**config.mk**
```make
export PLATFORM = sky130hd
export DESIGN_NAME = llsc_mem_ctrl
export DESIGN_NICKNAME = d
export VERILOG_FILES = /design/src/rtl/llsc_mem_ctrl.sv
export SDC_FILE = /design/constraint.sdc
export NUM_CORES = 1
export LEC_CHECK = 0
export CAP_MARGIN = 20
export CORE_MARGIN = 3
export CORE_UTILIZATION = 56
export DETAILED_ROUTE_END_ITERATION = 16
export DONT_BUFFER_PORTS = 1
export PLACE_DENSITY = 0.82
export SLEW_MARGIN = 10
export SYNTH_ARGS = -nofsm -noshare
export SYNTH_HDL_FRONTEND = slang
export SYNTH_SLANG_ARGS = --single-unit
```
**constraint.sdc**
```tcl
create_clock -name clk -period 1.7 [get_ports clk]
set_clock_uncertainty 0.05 [all_clocks]
set_input_delay 0.34 -clock clk [delete_from_list [all_inputs] [get_ports clk]]
set_output_delay 0.34 -clock clk [all_outputs]
set_load 0.005 [all_outputs]
```
**src/rtl/llsc_mem_ctrl.sv**
```systemverilog
// llsc_mem_ctrl: LL/SC sequencer driving a single-word data bus and the external LLbit register.
// An LL reads a word and sets LLbit. An SC writes only while LLbit is still set, and returns
// 1 on success or 0 on failure.
// Optional feature: define LLSC_ADDR_CHECK_EN to also require the SC word address to match the
// last linked address.
module llsc_mem_ctrl #(
    parameter int unsigned ADDR_W = 32
) (
    input  logic              clk,
    input  logic              rst,
    input  logic              flush,
    input  logic              op_valid_i,
    input  logic              op_is_sc_i,
    input  logic [ADDR_W-1:0] op_addr_i,
    input  logic [31:0]       op_wdata_i,
    input  logic              LLbit_i,
    output logic              LLbit_o,
    output logic              LLbit_we_o,
    output logic              stall_req_o,
    output logic [31:0]       result_o,
    output logic              result_valid_o,
    output logic              addr_err_o,
    output logic              mem_req_o,
    output logic              mem_we_o,
    output logic [ADDR_W-1:0] mem_addr_o,
    output logic [31:0]       mem_wdata_o,
    output logic [3:0]        mem_sel_o,
    input  logic              mem_ack_i,
    input  logic [31:0]       mem_rdata_i
);

    typedef enum logic [1:0] {StIdle, StRd, StWr, StDone} state_e;

    state_e            state_q, state_d;
    logic              llbit_q, llbit_d;
    logic              llbit_we_q, llbit_we_d;
    logic [31:0]       result_q, result_d;
    logic              result_valid_q, result_valid_d;
    logic              addr_err_q, addr_err_d;
    logic              mem_req_q, mem_req_d;
    logic              mem_we_q, mem_we_d;
    logic [ADDR_W-1:0] mem_addr_q, mem_addr_d;
    logic [31:0]       mem_wdata_q, mem_wdata_d;
    logic [3:0]        mem_sel_q, mem_sel_d;
    logic              sc_ok;
    logic              misaligned;

`ifdef LLSC_ADDR_CHECK_EN
    logic [ADDR_W-1:2] link_q, link_d;

    assign sc_ok = LLbit_i && (op_addr_i[ADDR_W-1:2] == link_q);
`else
    assign sc_ok = LLbit_i;
`endif

    assign misaligned = (op_addr_i[1:0] != 2'b00);

    // Stall is combinational so the pipeline freezes in the same cycle the op is presented.
    assign stall_req_o = ((state_q == StIdle) && op_valid_i) ||
                         (state_q == StRd) || (state_q == StWr);

    assign LLbit_o        = llbit_q;
    assign LLbit_we_o     = llbit_we_q;
    assign result_o       = result_q;
    assign result_valid_o = result_valid_q;
    assign addr_err_o     = addr_err_q;
    assign mem_req_o      = mem_req_q;
    assign mem_we_o       = mem_we_q;
    assign mem_addr_o     = mem_addr_q;
    assign mem_wdata_o    = mem_wdata_q;
    assign mem_sel_o      = mem_sel_q;

    // Next state and next registered outputs. Pulse outputs default low; bus fields hold.
    always_comb begin
        state_d        = state_q;
        llbit_d        = llbit_q;
        llbit_we_d     = 1'b0;
        result_d       = result_q;
        result_valid_d = 1'b0;
        addr_err_d     = 1'b0;
        mem_req_d      = mem_req_q;
        mem_we_d       = mem_we_q;
        mem_addr_d     = mem_addr_q;
        mem_wdata_d    = mem_wdata_q;
        mem_sel_d      = mem_sel_q;
`ifdef LLSC_ADDR_CHECK_EN
        link_d         = link_q;
`endif
        if (flush) begin
            // Abort. An ack arriving in this cycle is dropped.
            state_d   = StIdle;
            mem_req_d = 1'b0;
        end else begin
            case (state_q)
                StIdle: begin
                    if (op_valid_i) begin
                        if (misaligned) begin
                            state_d    = StDone;
                            addr_err_d = 1'b1;
                        end else if (!op_is_sc_i) begin
                            state_d    = StRd;
                            mem_req_d  = 1'b1;
                            mem_we_d   = 1'b0;
                            mem_sel_d  = 4'hF;
                            mem_addr_d = op_addr_i;
                        end else if (sc_ok) begin
                            state_d     = StWr;
                            mem_req_d   = 1'b1;
                            mem_we_d    = 1'b1;
                            mem_sel_d   = 4'hF;
                            mem_addr_d  = op_addr_i;
                            mem_wdata_d = op_wdata_i;
                        end else begin
                            state_d  = StDone;
                            result_d = 32'h0;
                        end
                    end
                end
                StRd: begin
                    if (mem_ack_i) begin
                        state_d    = StDone;
                        mem_req_d  = 1'b0;
                        result_d   = mem_rdata_i;
                        llbit_d    = 1'b1;
                        llbit_we_d = 1'b1;
`ifdef LLSC_ADDR_CHECK_EN
                        link_d     = mem_addr_q[ADDR_W-1:2];
`endif
                    end
                end
                StWr: begin
                    if (mem_ack_i) begin
                        state_d    = StDone;
                        mem_req_d  = 1'b0;
                        result_d   = 32'h1;
                        llbit_d    = 1'b0;
                        llbit_we_d = 1'b1;
                    end
                end
                StDone: begin
                    // addr_err_q is only high here after a misaligned op, which yields no result.
                    result_valid_d = !addr_err_q;
                    state_d        = StIdle;
                end
                default: state_d = StIdle;
            endcase
        end
    end

    // FSM state register.
    always_ff @(posedge clk) begin
        if (!rst) begin
            state_q <= StIdle;
        end else begin
            state_q <= state_d;
        end
    end

    // Registered outputs (and link address when enabled).
    always_ff @(posedge clk) begin
        if (!rst) begin
            llbit_q        <= 1'b0;
            llbit_we_q     <= 1'b0;
            result_q       <= 32'h0;
            result_valid_q <= 1'b0;
            addr_err_q     <= 1'b0;
            mem_req_q      <= 1'b0;
            mem_we_q       <= 1'b0;
            mem_addr_q     <= '0;
            mem_wdata_q    <= 32'h0;
            mem_sel_q      <= 4'h0;
`ifdef LLSC_ADDR_CHECK_EN
            link_q         <= '0;
`endif
        end else begin
            llbit_q        <= llbit_d;
            llbit_we_q     <= llbit_we_d;
            result_q       <= result_d;
            result_valid_q <= result_valid_d;
            addr_err_q     <= addr_err_d;
            mem_req_q      <= mem_req_d;
            mem_we_q       <= mem_we_d;
            mem_addr_q     <= mem_addr_d;
            mem_wdata_q    <= mem_wdata_d;
            mem_sel_q      <= mem_sel_d;
`ifdef LLSC_ADDR_CHECK_EN
            link_q         <= link_d;
`endif
        end
    end

endmodule

```
==> results.md, run 1 <==
* Outcome: complete, but fails checks
* Violated checks: negative setup slack
* #FFs+latches synth at 105
* Synthesized Nets at between 500 and 600
* Multi-input logic area at 1800 um2
* Area of the mapped netlist at slightly above 4000 um2
* Hold_sp: mem_rdata_i[22]
* Initial drt markers at 96
* Worst reg2reg startpoint: state_q[1]
* Clock Tree Buf Depth at 2
* P_leak at 0.00177 uW
* N_diodes at 0
* Post-Route Setup TNS at -2.80 ns
* Worst Path Required at between 1.5 and 2 ns
* Crit share post-route at 104%
* Crit path time final at ~1.8 ns
* Slowest cell on crit path: dfxtp_4
* Final WL at around 10000 um
* Global route overflow at 0
* Initial core utilization at roughly three fifths
* DPL Wire Length at 7000 um
* Antenna-violating nets left at 0
* Commonest non-fill, non-tap cell in the layout: nand2_1
* Hold Vio Cnt, Final at 0
* Fillers at between 500 and 600
* VDD IR-drop max at between 0.4 and 0.5 mV
* Worst setup EP type: flop
* Vias in the first global route at 3056
* Slew Limit Headroom at 71.9%
* Post-placement cell area at 4140 um2
* Syn Area/Cell at between 8 and 9 um2
* PwrDens at ~960 nW/um2
* Share of cells above drive strength 1 at ~13%
* Mapped Cells at around 480
* Die ar. at a little over 8000 um2
* Sequential fraction of the synthesis area at between 50 and 60%
* DRC viols at 0
* Critical Path, Cell by Cell: inv_4 > ha_4 > or2_4 > buf_6 > a21oi_4 > nand3_4 > clkbuf_16 > mux2i_1
* Count of input and output buffers at 0
* Cell variety after synth at 35
* Unrepaired setup endpoints after global routing: yes
* Crit Path Class: flop to flop
* Crit path max fanout at 16
* Cts bufs inserted at 9
* Max Cap Viol at 0
* Vias per cell at ~5.5
* Reg2reg path depth at 8
* Max stage delay on crit path at approximately 0.40 ns
* Reg area at ~2100 um2
* Clock sink count at between 100 and 150
* Worst Tran Pin Value at 0.421 ns
* Post-Layout Inst Area at 4580 um2
* Drt first pass iters at 4
* Clk_lat worst skew at approximately 0.35 ns
* Reg2Reg Setup Slack at -0.07 ns
* Core Box Area at between 6000 and 7000 um2
* Tot GR Track Use at between 20% and 30%
* Number of H-tree levels at 3
* Nets at around 600
* Worst Hold Path EP: result_o[22]
* CTS tree: done
* Die width at slightly above 90 um
* Hold Buf Count CTS at 0
* Clk slew on worst S/H paths at approximately 0.1 ns
* Maximum clock rate at about 560 MHz
* Reg2reg end: result_o[10]
* Min-Delay Path Class: input port to flop
* Via Count at approximately 3200
* Startpoint types: flop
* Worst Hold Depth at 2
* Yosys Warn Count at 0
* IO Count at 210
* Gp weighted congestion at ~0.9
* Pins Over Slew Limit at 0
* Rows at 30
* Crit path DAT at 1.97 ns
* First-pass GRT wire length at approximately 15000 um
* Vert. Die Dim at 91.2 um
* Final setup fails at 63
* Initial antenna violation count at 0
* Routed length per instance at between 15 and 20 um
* DP Worst Slack at -0.00927 ns
* Area Overhead vs Synth at 12.8%
* Root buffer cell: clkbuf_8
* Commonest cells after routing, fill and taps aside: nand2_1 (189), dfxtp_1 (103), a21oi_1 (61)
* Largest net degree at the start of global routing at between 40 and 50
* Post-route setup slack at -0.0748 ns
## area by class of cell
class                      count  area share, %
inverter                       8          0.764
multi-input combinational    332           39.2
sequential                   105           46.0
timing repair buffer          24           7.07
tap                           96           2.62
clock buffer                  12           3.60
clock inverter                 4          0.764
## what timing repair did
| action | CTS | global route |
|---|---|---|
| hold endpoints to repair | 0 | 0 |
| setup endpoints to repair | 17 | 83 |
| setup buffers | 4 | 2 |
| gates cloned | 0 | 4 |
| resized for setup | 16 | 14 |
| pin swaps | 3 | 1 |
## cell families (layout without fill, tap and decap cells)
group	count (synthesis)	count (layout)	share of synthesized area (%)
mux	34	34	8.38
flops	105	105	51.7
simple gates	216	216	21.8
fa+ha+maj	6	6	1.85
compound gates	76	76	10.2
buf+inv	42	48	6.04
## synthesized netlist by cell type
library cell	n	area share [%]
inv_1	8	0.74
and2_1	1	0.15
ha_1	6	1.8
or2_1	2	0.31
and4_1	1	0.22
nand2b_1	1	0.15
nor3_1	1	0.12
nand3_2	1	0.25
buf_4	4	0.74
nand2_1	189	17
a21o_1	1	0.18
nor2_1	7	0.65
a21oi_2	1	0.22
and2b_1	1	0.18
or3_1	1	0.15
dfxtp_1	105	52
nor3b_4	1	0.46
and3_1	4	0.62
nor3b_1	1	0.18
mux2i_1	34	8.4
a21oi_1	66	8.1
and3b_1	2	0.43
clkbuf_1	16	1.5
o21ai_2	1	0.22
nand4_1	2	0.31
buf_2	4	0.49
buf_1	1	0.092
a311oi_1	1	0.22
o21ai_0	1	0.12
a22oi_1	1	0.18
a31oi_1	2	0.31
buf_6	9	2.5
a2111oi_2	1	0.37
a41oi_1	1	0.22
nand3b_1	1	0.18
## metal layers
layer,track usage [%],part of all wire (%),wire [um],vias up
li1,-,-,-,1555
met1,24.0,36,3690,1496
met2,40.3,53,5340,157
met3,8.70,10,1030,10
met4,7.04,1.0,103,0
met5,0,0,0,-
## sequential cells by signal, indices dropped and copies added, names as in the netlist
signal and count:
LLbit_o 1, LLbit_we_o 1, addr_err_o 1, mem_addr_o 32
mem_req_o 1, mem_sel_o 1, mem_wdata_o 32, mem_we_o 1
result_o 32, result_valid_o 1, state_q 2
## metrics by stage
step	std cells	total power, uW	util [%]	hold slack (ns)
floorplan	479	2810	-	0.373
global placement	555	2870	59.9	0.412
detailed placement	555	2880	59.9	0.417
CTS	575	4380	64.0	0.0452
global route	581	4590	66.4	0.0283
finish	581	4390	66.4	0.0571
## how the worst max path moves through the flow
stage,to,start,depth (start not counted)
2_1_floorplan,mem_req_o,state_q[1],5
3_3_place_gp,result_o[22],state_q[0],7
3_5_place_dp,result_o[4],state_q[0],7
4_1_cts,stall_req_o,state_q[1],4
5_1_grt,mem_addr_o[5],state_q[1],9
6_report,result_o[10],state_q[1],8
## power breakdown
group	total (uW)	leakage, uW	switching, uW	internal [uW]
Clock	1480	0.000103	813	667
Sequential	2530	0.000848	34.5	2490
Combinational	388	0.000820	209	179
## worst max-delay path, delay by kind of cell (launching register included)
family	cells	cell delay [ns]
AND/OR/NAND/NOR	2	0.39
AO/OA/AOI/OAI	1	0.15
multiplexers	1	0.13
adder cells (fa/ha/maj)	1	0.15
flip-flops	1	0.40
buffers and inverters	3	0.40
(Power assumes the default switching activity.)
==> run 2, diff against run 1 <==
--- a/config.mk
+++ b/config.mk
@@ -7,10 +7,11 @@
 export LEC_CHECK = 0
 export CAP_MARGIN = 20
 export CORE_MARGIN = 3
-export CORE_UTILIZATION = 56
+export CORE_UTILIZATION = 40
 export DETAILED_ROUTE_END_ITERATION = 16
 export DONT_BUFFER_PORTS = 1
-export PLACE_DENSITY = 0.82
+export PLACE_DENSITY = 0.64
+export REMOVE_ABC_BUFFERS = 1
 export SLEW_MARGIN = 10
 export SYNTH_ARGS = -nofsm -noshare
 export SYNTH_HDL_FRONTEND = slang
==> results.md, run 2 (synthesized netlist as in run 1, its figures left out) <==
* Outcome: complete, but fails checks
* Violated checks: negative setup slack
* Max Cap Viol at 0 (unchanged)
* Vias in the first global route at 3031 (-0.82%)
* P_leak at 0.00175 uW (-1.4%)
* CP delay by family, top: buffers and inverters
* Count of input and output buffers at 0 (unchanged)
* Post-Route Setup TNS at -0.625 ns (+2.18 ns)
* Final setup fails at 32 (-49%)
* Combinational power share at 8.3% (-0.5 points)
* Crit path DAT at 1.96 ns (about the same)
* Crit path time final at 1.76 ns (-0.0150 ns)
* Unrepaired setup endpoints after global routing: yes
* Psw at 1040 uW (-1.5%)
* DPL Wire Length at 7010 um (about the same)
* Vert. Die Dim at 107 um (+17%)
* Hold Vio Cnt, Final at 0 (unchanged)
* VDD IR-drop max at 0.345 mV (-26%)
* Initial drt markers at 192 (+100%)
* Post-route setup slack at -0.0599 ns (+0.0150 ns)
* Non-Filler Instances at 617 (+6.2%)
* Cts bufs inserted at 9 (unchanged)
* Hold Buf Count CTS at 0 (unchanged)
* Slowest cell on crit path: dfxtp_2
* Final WL at 10400 um (+1.8%)
* Post-Layout Inst Area at 4650 um2 (+1.3%)
* Power Internal at 3320 uW (-0.50%)
* Initial core utilization at 41.4% (-17 points)
* Min-Delay Path Class: input port to flop
* Largest net degree at the start of global routing at 40 (-2.4%)
* Initial antenna violation count at 0 (unchanged)
* N_diodes at 0 (unchanged)
* Post-placement cell area at 4190 um2 (+1.4%)
* Die width at 107 um (+17%)
* Rows at 36 (+20%)
* Maximum clock rate at 568 MHz (+0.85%)
* Slew Limit Headroom at 71.2% (-0.71 points)
* Share of cells above drive strength 1 at 15.9% (+2.5 points)
* Startpoint types: flop
* First-pass GRT wire length at 14700 um (-2.0%)
* Vias per cell at 5.14 (-7.2%)
* Worst setup EP type: flop
* Clock network power share at 33.8% (about the same)
* Crit path max fanout at 32 (+16)
* Nets at 589 (unchanged)
* Pins Over Slew Limit at 0 (unchanged)
* DRC viols at 0 (unchanged)
* Global route overflow at 0 (unchanged)
* Antenna-violating nets left at 0 (unchanged)
* Tot GR Track Use at 16.4% (-6.0 points)
* Die ar. at 11400 um2 (+37%)
* Fin Hold WS at 0.0453 ns (-0.0118 ns)
* Fillers at 954 (+69%)
* Max stage delay on crit path at 0.36 ns (-0.04 ns)
* Post-placement cell count at 592 (+6.7%)
* Area Overhead vs Synth at 14.4%
* Via Count at 3172 (-1.4%)
* Commonest cells after routing, fill and taps aside: nand2_1 (187), dfxtp_1 (103), a21oi_1 (48)
* Crit share post-route at 104% (-0.88 points)
* Commonest non-fill, non-tap cell in the layout: nand2_1
* Core Box Area at 9820 um2 (+42%)
* Clk slew on worst S/H paths at 0.10 ns (about the same)
* Root buffer cell: clkbuf_8
* Critical Path, Cell by Cell: inv_2 > ha_4 > or2_1 > buf_4 > a21oi_4 > nand3_2 > buf_12 > mux2i_2
* Sw Share at 23.9% (-0.18 points)
* Gp weighted congestion at 0.790 (-15%)
* Worst Path Required at 1.90 ns (about the same)
* Buf/Inv on CP at 3 (unchanged)
* Routed length per instance at 16.8 um (-4.2%)
* IO Count at 210 (unchanged)
* Clock Tree Buf Depth at 2 (unchanged)
* Flop pwr share at 57.8% (+0.3 points)
* CTS tree: done
* Clock sink count at 105 (unchanged)
* PwrDens at 939 nW/um2 (-2.0%)
* Drt first pass iters at 4 (unchanged)
* Worst Tran Pin Value at 0.431 ns (+0.0106 ns)
* Crit Path Class: flop to flop
* Clk_lat worst skew at 0.35 ns (about the same)
* Number of H-tree levels at 3 (unchanged)
run 2: timing repair:
| action | CTS | global route |
|---|---|---|
| endpoints found under the setup margin | 33 | 77 |
| resized for setup | 7 | 33 |
| gates cloned | 0 | 4 |
| pin swaps | 1 | 6 |
| setup buffers | 3 | 3 |
run 2: per-layer routing:
layer	share of wire [%]	GRT usage (%)
met1	38	16.7
met2	50	28.9
met3	10	6.86
met4	2.0	7.67
met5	0	0
run 2: final cells by class:
type                       count  area, um2  share of cell area (%)
tap                          133        166                    3.58
clock buffer                   9        124                    2.67
multi-input combinational    332       1840                    39.5
sequential                   105       2110                    45.4
clock inverter                 6       60.1                    1.29
timing repair buffer          24        319                    6.87
inverter                       8       32.5                   0.700
run 2: power groups by stage:
stage	clock, uW	combinational [uW]	sequential [uW]
after CTS	1550	327	2520
after global placement	0	300	2580
after global routing	1650	397	2530
after floorplan	0	210	2570
final	1480	363	2520
after detailed placement	0	311	2580
run 2: path summary, 6_finish.rpt:
check	slack (ns)	from	cells after the start	to
max reg2reg	-0.06	state_q[0]	8	result_o[9]
min	0.05	op_addr_i[4]	2	mem_addr_o[4]
max	-0.06	state_q[0]	8	result_o[9]
min reg2reg	0.42	addr_err_o	1	result_valid_o
run 2: stage by stage:
| step | utilization [%] | worst slack (ns) | power [uW] |
|---|---|---|---|
| global placement | 42.7 | 0.0560 | 2880 |
| global route | 47.3 | -0.130 | 4580 |
| detailed placement | 42.7 | -0.0475 | 2890 |
| floorplan | - | -0.515 | 2780 |
| CTS | 45.0 | -0.0799 | 4390 |
| finish | 47.3 | -0.0599 | 4360 |
run 2: worst reg2reg max path: cells and delay by family, from the launching register on:
family                     cells  cell delay [ns]
DFF                            1             0.36
and+or+nand+nor                2             0.34
muxes                          1             0.20
buffers and inverters          3             0.41
AOI/OAI and AO/OA              1             0.15
adders and majority gates      1             0.15
==> run 3, diff against run 2 <==
--- a/config.mk
+++ b/config.mk
@@ -11,7 +11,6 @@
 export DETAILED_ROUTE_END_ITERATION = 16
 export DONT_BUFFER_PORTS = 1
 export PLACE_DENSITY = 0.64
-export REMOVE_ABC_BUFFERS = 1
 export SLEW_MARGIN = 10
 export SYNTH_ARGS = -nofsm -noshare
 export SYNTH_HDL_FRONTEND = slang
==> results.md, run 3 (synthesized netlist as in run 1, its figures left out) <==
* Outcome: complete, but fails checks
* Violated checks: negative setup slack
* Clk slew on worst S/H paths at 0.10 ns (about the same)
* Maximum clock rate at 548 MHz (-3.6%)
* Worst Tran Pin Value at 0.405 ns (-0.0260 ns)
* Via Count at 3267 (+3.0%)
* Worst setup EP type: flop
* Core Box Area at 9820 um2 (unchanged)
* Startpoint types: flop
* Cts bufs inserted at 9 (unchanged)
* Slew Limit Headroom at 72.9% (+1.7 points)
* Crit path max fanout at 6 (-81%)
* Hold_sp: mem_rdata_i[12]
* Hold Vio Cnt, Final at 0 (unchanged)
* Hold Buf Count CTS at 0 (unchanged)
* Met1 Routed Length at 4180 um (+7.3%)
* Worst Path Required at 1.91 ns (about the same)
* Global route overflow at 0 (unchanged)
* Reg2reg path depth at 8 (unchanged)
* Die ar. at 11400 um2 (unchanged)
* Reg2reg end: result_o[14]
* Post-Layout Inst Area at 4690 um2 (+1.1%)
* Area Overhead vs Synth at 15.6%
* Rows at 36 (unchanged)
* Min-Delay Path Class: input port to flop
* First-pass GRT wire length at 14900 um (+1.1%)
* VDD IR-drop max at 0.451 mV (+30%)
* Gp weighted congestion at 0.868 (+10%)
* PwrDens at 937 nW/um2 (-0.21%)
* Reg2Reg Setup Slack at -0.13 ns (-0.07 ns)
* Crit Path Class: flop to flop
* Number of H-tree levels at 3 (unchanged)
* Initial core utilization at 41.4% (unchanged)
* Final total power at 4400 uW (+0.84%)
* Post-route setup slack at -0.126 ns (-0.0658 ns)
* Worst reg2reg startpoint: state_q[0]
* Initial antenna violation count at 0 (unchanged)
* DPL Wire Length at 7140 um (+1.9%)
* Tot GR Track Use at 16.4% (about the same)
* Vias per cell at 5.24 (+2.0%)
* Die width at 107 um (unchanged)
* Clock sink count at 105 (unchanged)
* Crit share post-route at 107% (+3.9 points)
* Vert. Die Dim at 107 um (unchanged)
* Post-placement cell area at 4200 um2 (about the same)
* Routed length per instance at 17.0 um (+1.6%)
* DRC viols at 0 (unchanged)
* Initial drt markers at 196 (+2.1%)
* IO Count at 210 (unchanged)
* Highest metal used: met4
* Slowest cell on crit path: dfxtp_2
* Crit path DAT at 2.03 ns (+0.07 ns)
* Share of cells above drive strength 1 at 14.3% (-1.6 points)
* Crit path time final at 1.83 ns (+0.0658 ns)
* Largest net degree at the start of global routing at 39 (-2.5%)
* Final setup fails at 65 (+100%)
* Commonest cells after routing, fill and taps aside: nand2_1 (189), dfxtp_1 (103), a21oi_1 (57)
* Root buffer cell: clkbuf_8
* Critical Path, Cell by Cell: inv_2 > ha_2 > or2_4 > buf_6 > a21oi_4 > nand3_4 > clkbuf_16 > mux2i_1
* CTS tree: done
* N_diodes at 0 (unchanged)
* Final WL at 10600 um (+2.6%)
* Max stage delay on crit path at 0.36 ns (about the same)
* Nets at 594 (+0.85%)
* Worst Hold Path EP: result_o[12]
* Met3 routed WL at 1110 um (+4.6%)
* Worst Hold Depth at 2 (unchanged)
* Antenna-violating nets left at 0 (unchanged)
* Drt first pass iters at 4 (unchanged)
* Commonest non-fill, non-tap cell in the layout: nand2_1
* Max Cap Viol at 0 (unchanged)
* Clk_lat worst skew at 0.35 ns (about the same)
* Pins Over Slew Limit at 0 (unchanged)
* P_leak at 0.00181 uW (+3.8%)
* Unrepaired setup endpoints after global routing: yes
* Vias in the first global route at 2975 (-1.8%)
* Clock Tree Buf Depth at 2 (unchanged)
* Count of input and output buffers at 0 (unchanged)
* Met2 wire len at 5150 um (-1.0%)
==> run 3: layout make-up <==
cell class	count	area [um2]
Clock inverter	4	26.3
Fill cell	949	5120
Tap cell	133	166
Clock buffer	12	165
Inverter	8	32.5
Sequential cell	105	2110
Multi-Input combinational cell	332	1790
Timing Repair Buffer	29	409
==> run 3: stage by stage <==
step | std cells | setup slack [ns] | setup TNS [ns] | util [%] | hold WS (ns)
6_report | 623 | -0.126 | -5.38 | 47.8 | 0.0574
5_1_grt | 623 | -0.210 | -10.99 | 47.8 | 0.0330
4_1_cts | 615 | -0.0821 | -1.89 | 45.9 | 0.0349
3_5_place_dp | 592 | -0.0418 | -0.523 | 42.7 | 0.419
3_3_place_gp | 592 | 0.0383 | 0 | 42.7 | 0.413
2_1_floorplan | 479 | 0.0368 | 0 | - | 0.373
==> run 3: worst max-delay path by stage <==
stage | startpoint | endpoint | slack (ns) | depth (start not counted)
after CTS | state_q[1] | stall_req_o | -0.08 | 4
after global routing | state_q[0] | result_o[6] | -0.21 | 8
after floorplan | state_q[1] | mem_req_o | 0.04 | 5
after global placement | state_q[0] | result_o[5] | 0.04 | 7
after detailed placement | state_q[0] | result_o[2] | -0.04 | 7
final | state_q[0] | result_o[14] | -0.13 | 8
==> run 3: report_power, final <==
part	leakage, uW	internal, uW	switching [uW]
sequential	0.000848	2490	30.5
combinational	0.000866	193	214
clock	0.0000984	652	817
==> run 3: repair_timing <==
item                       4_1_cts  5_1_grt
hold endpoints to repair         0        0
gates resized for setup         14       17
pin swaps                        3        4
gates cloned                     1        5
buffers inserted                 6        3
setup endpoints to repair       42       83
==> run 3: per-layer routing <==
layer	up-vias	global-route usage [%]
li1	1564	-
met5	-	0
met3	13	6.98
met4	0	6.21
met2	166	27.4
met1	1524	18.5
==> run 3: worst max-delay path: cells and delay by family, from the launching register on <==
family | cells | cell delay [ns]
compound gates | 1 | 0.17
fa+ha+maj | 1 | 0.17
buf+inv | 3 | 0.40
flops | 1 | 0.36
mux | 1 | 0.12
simple gates | 2 | 0.44
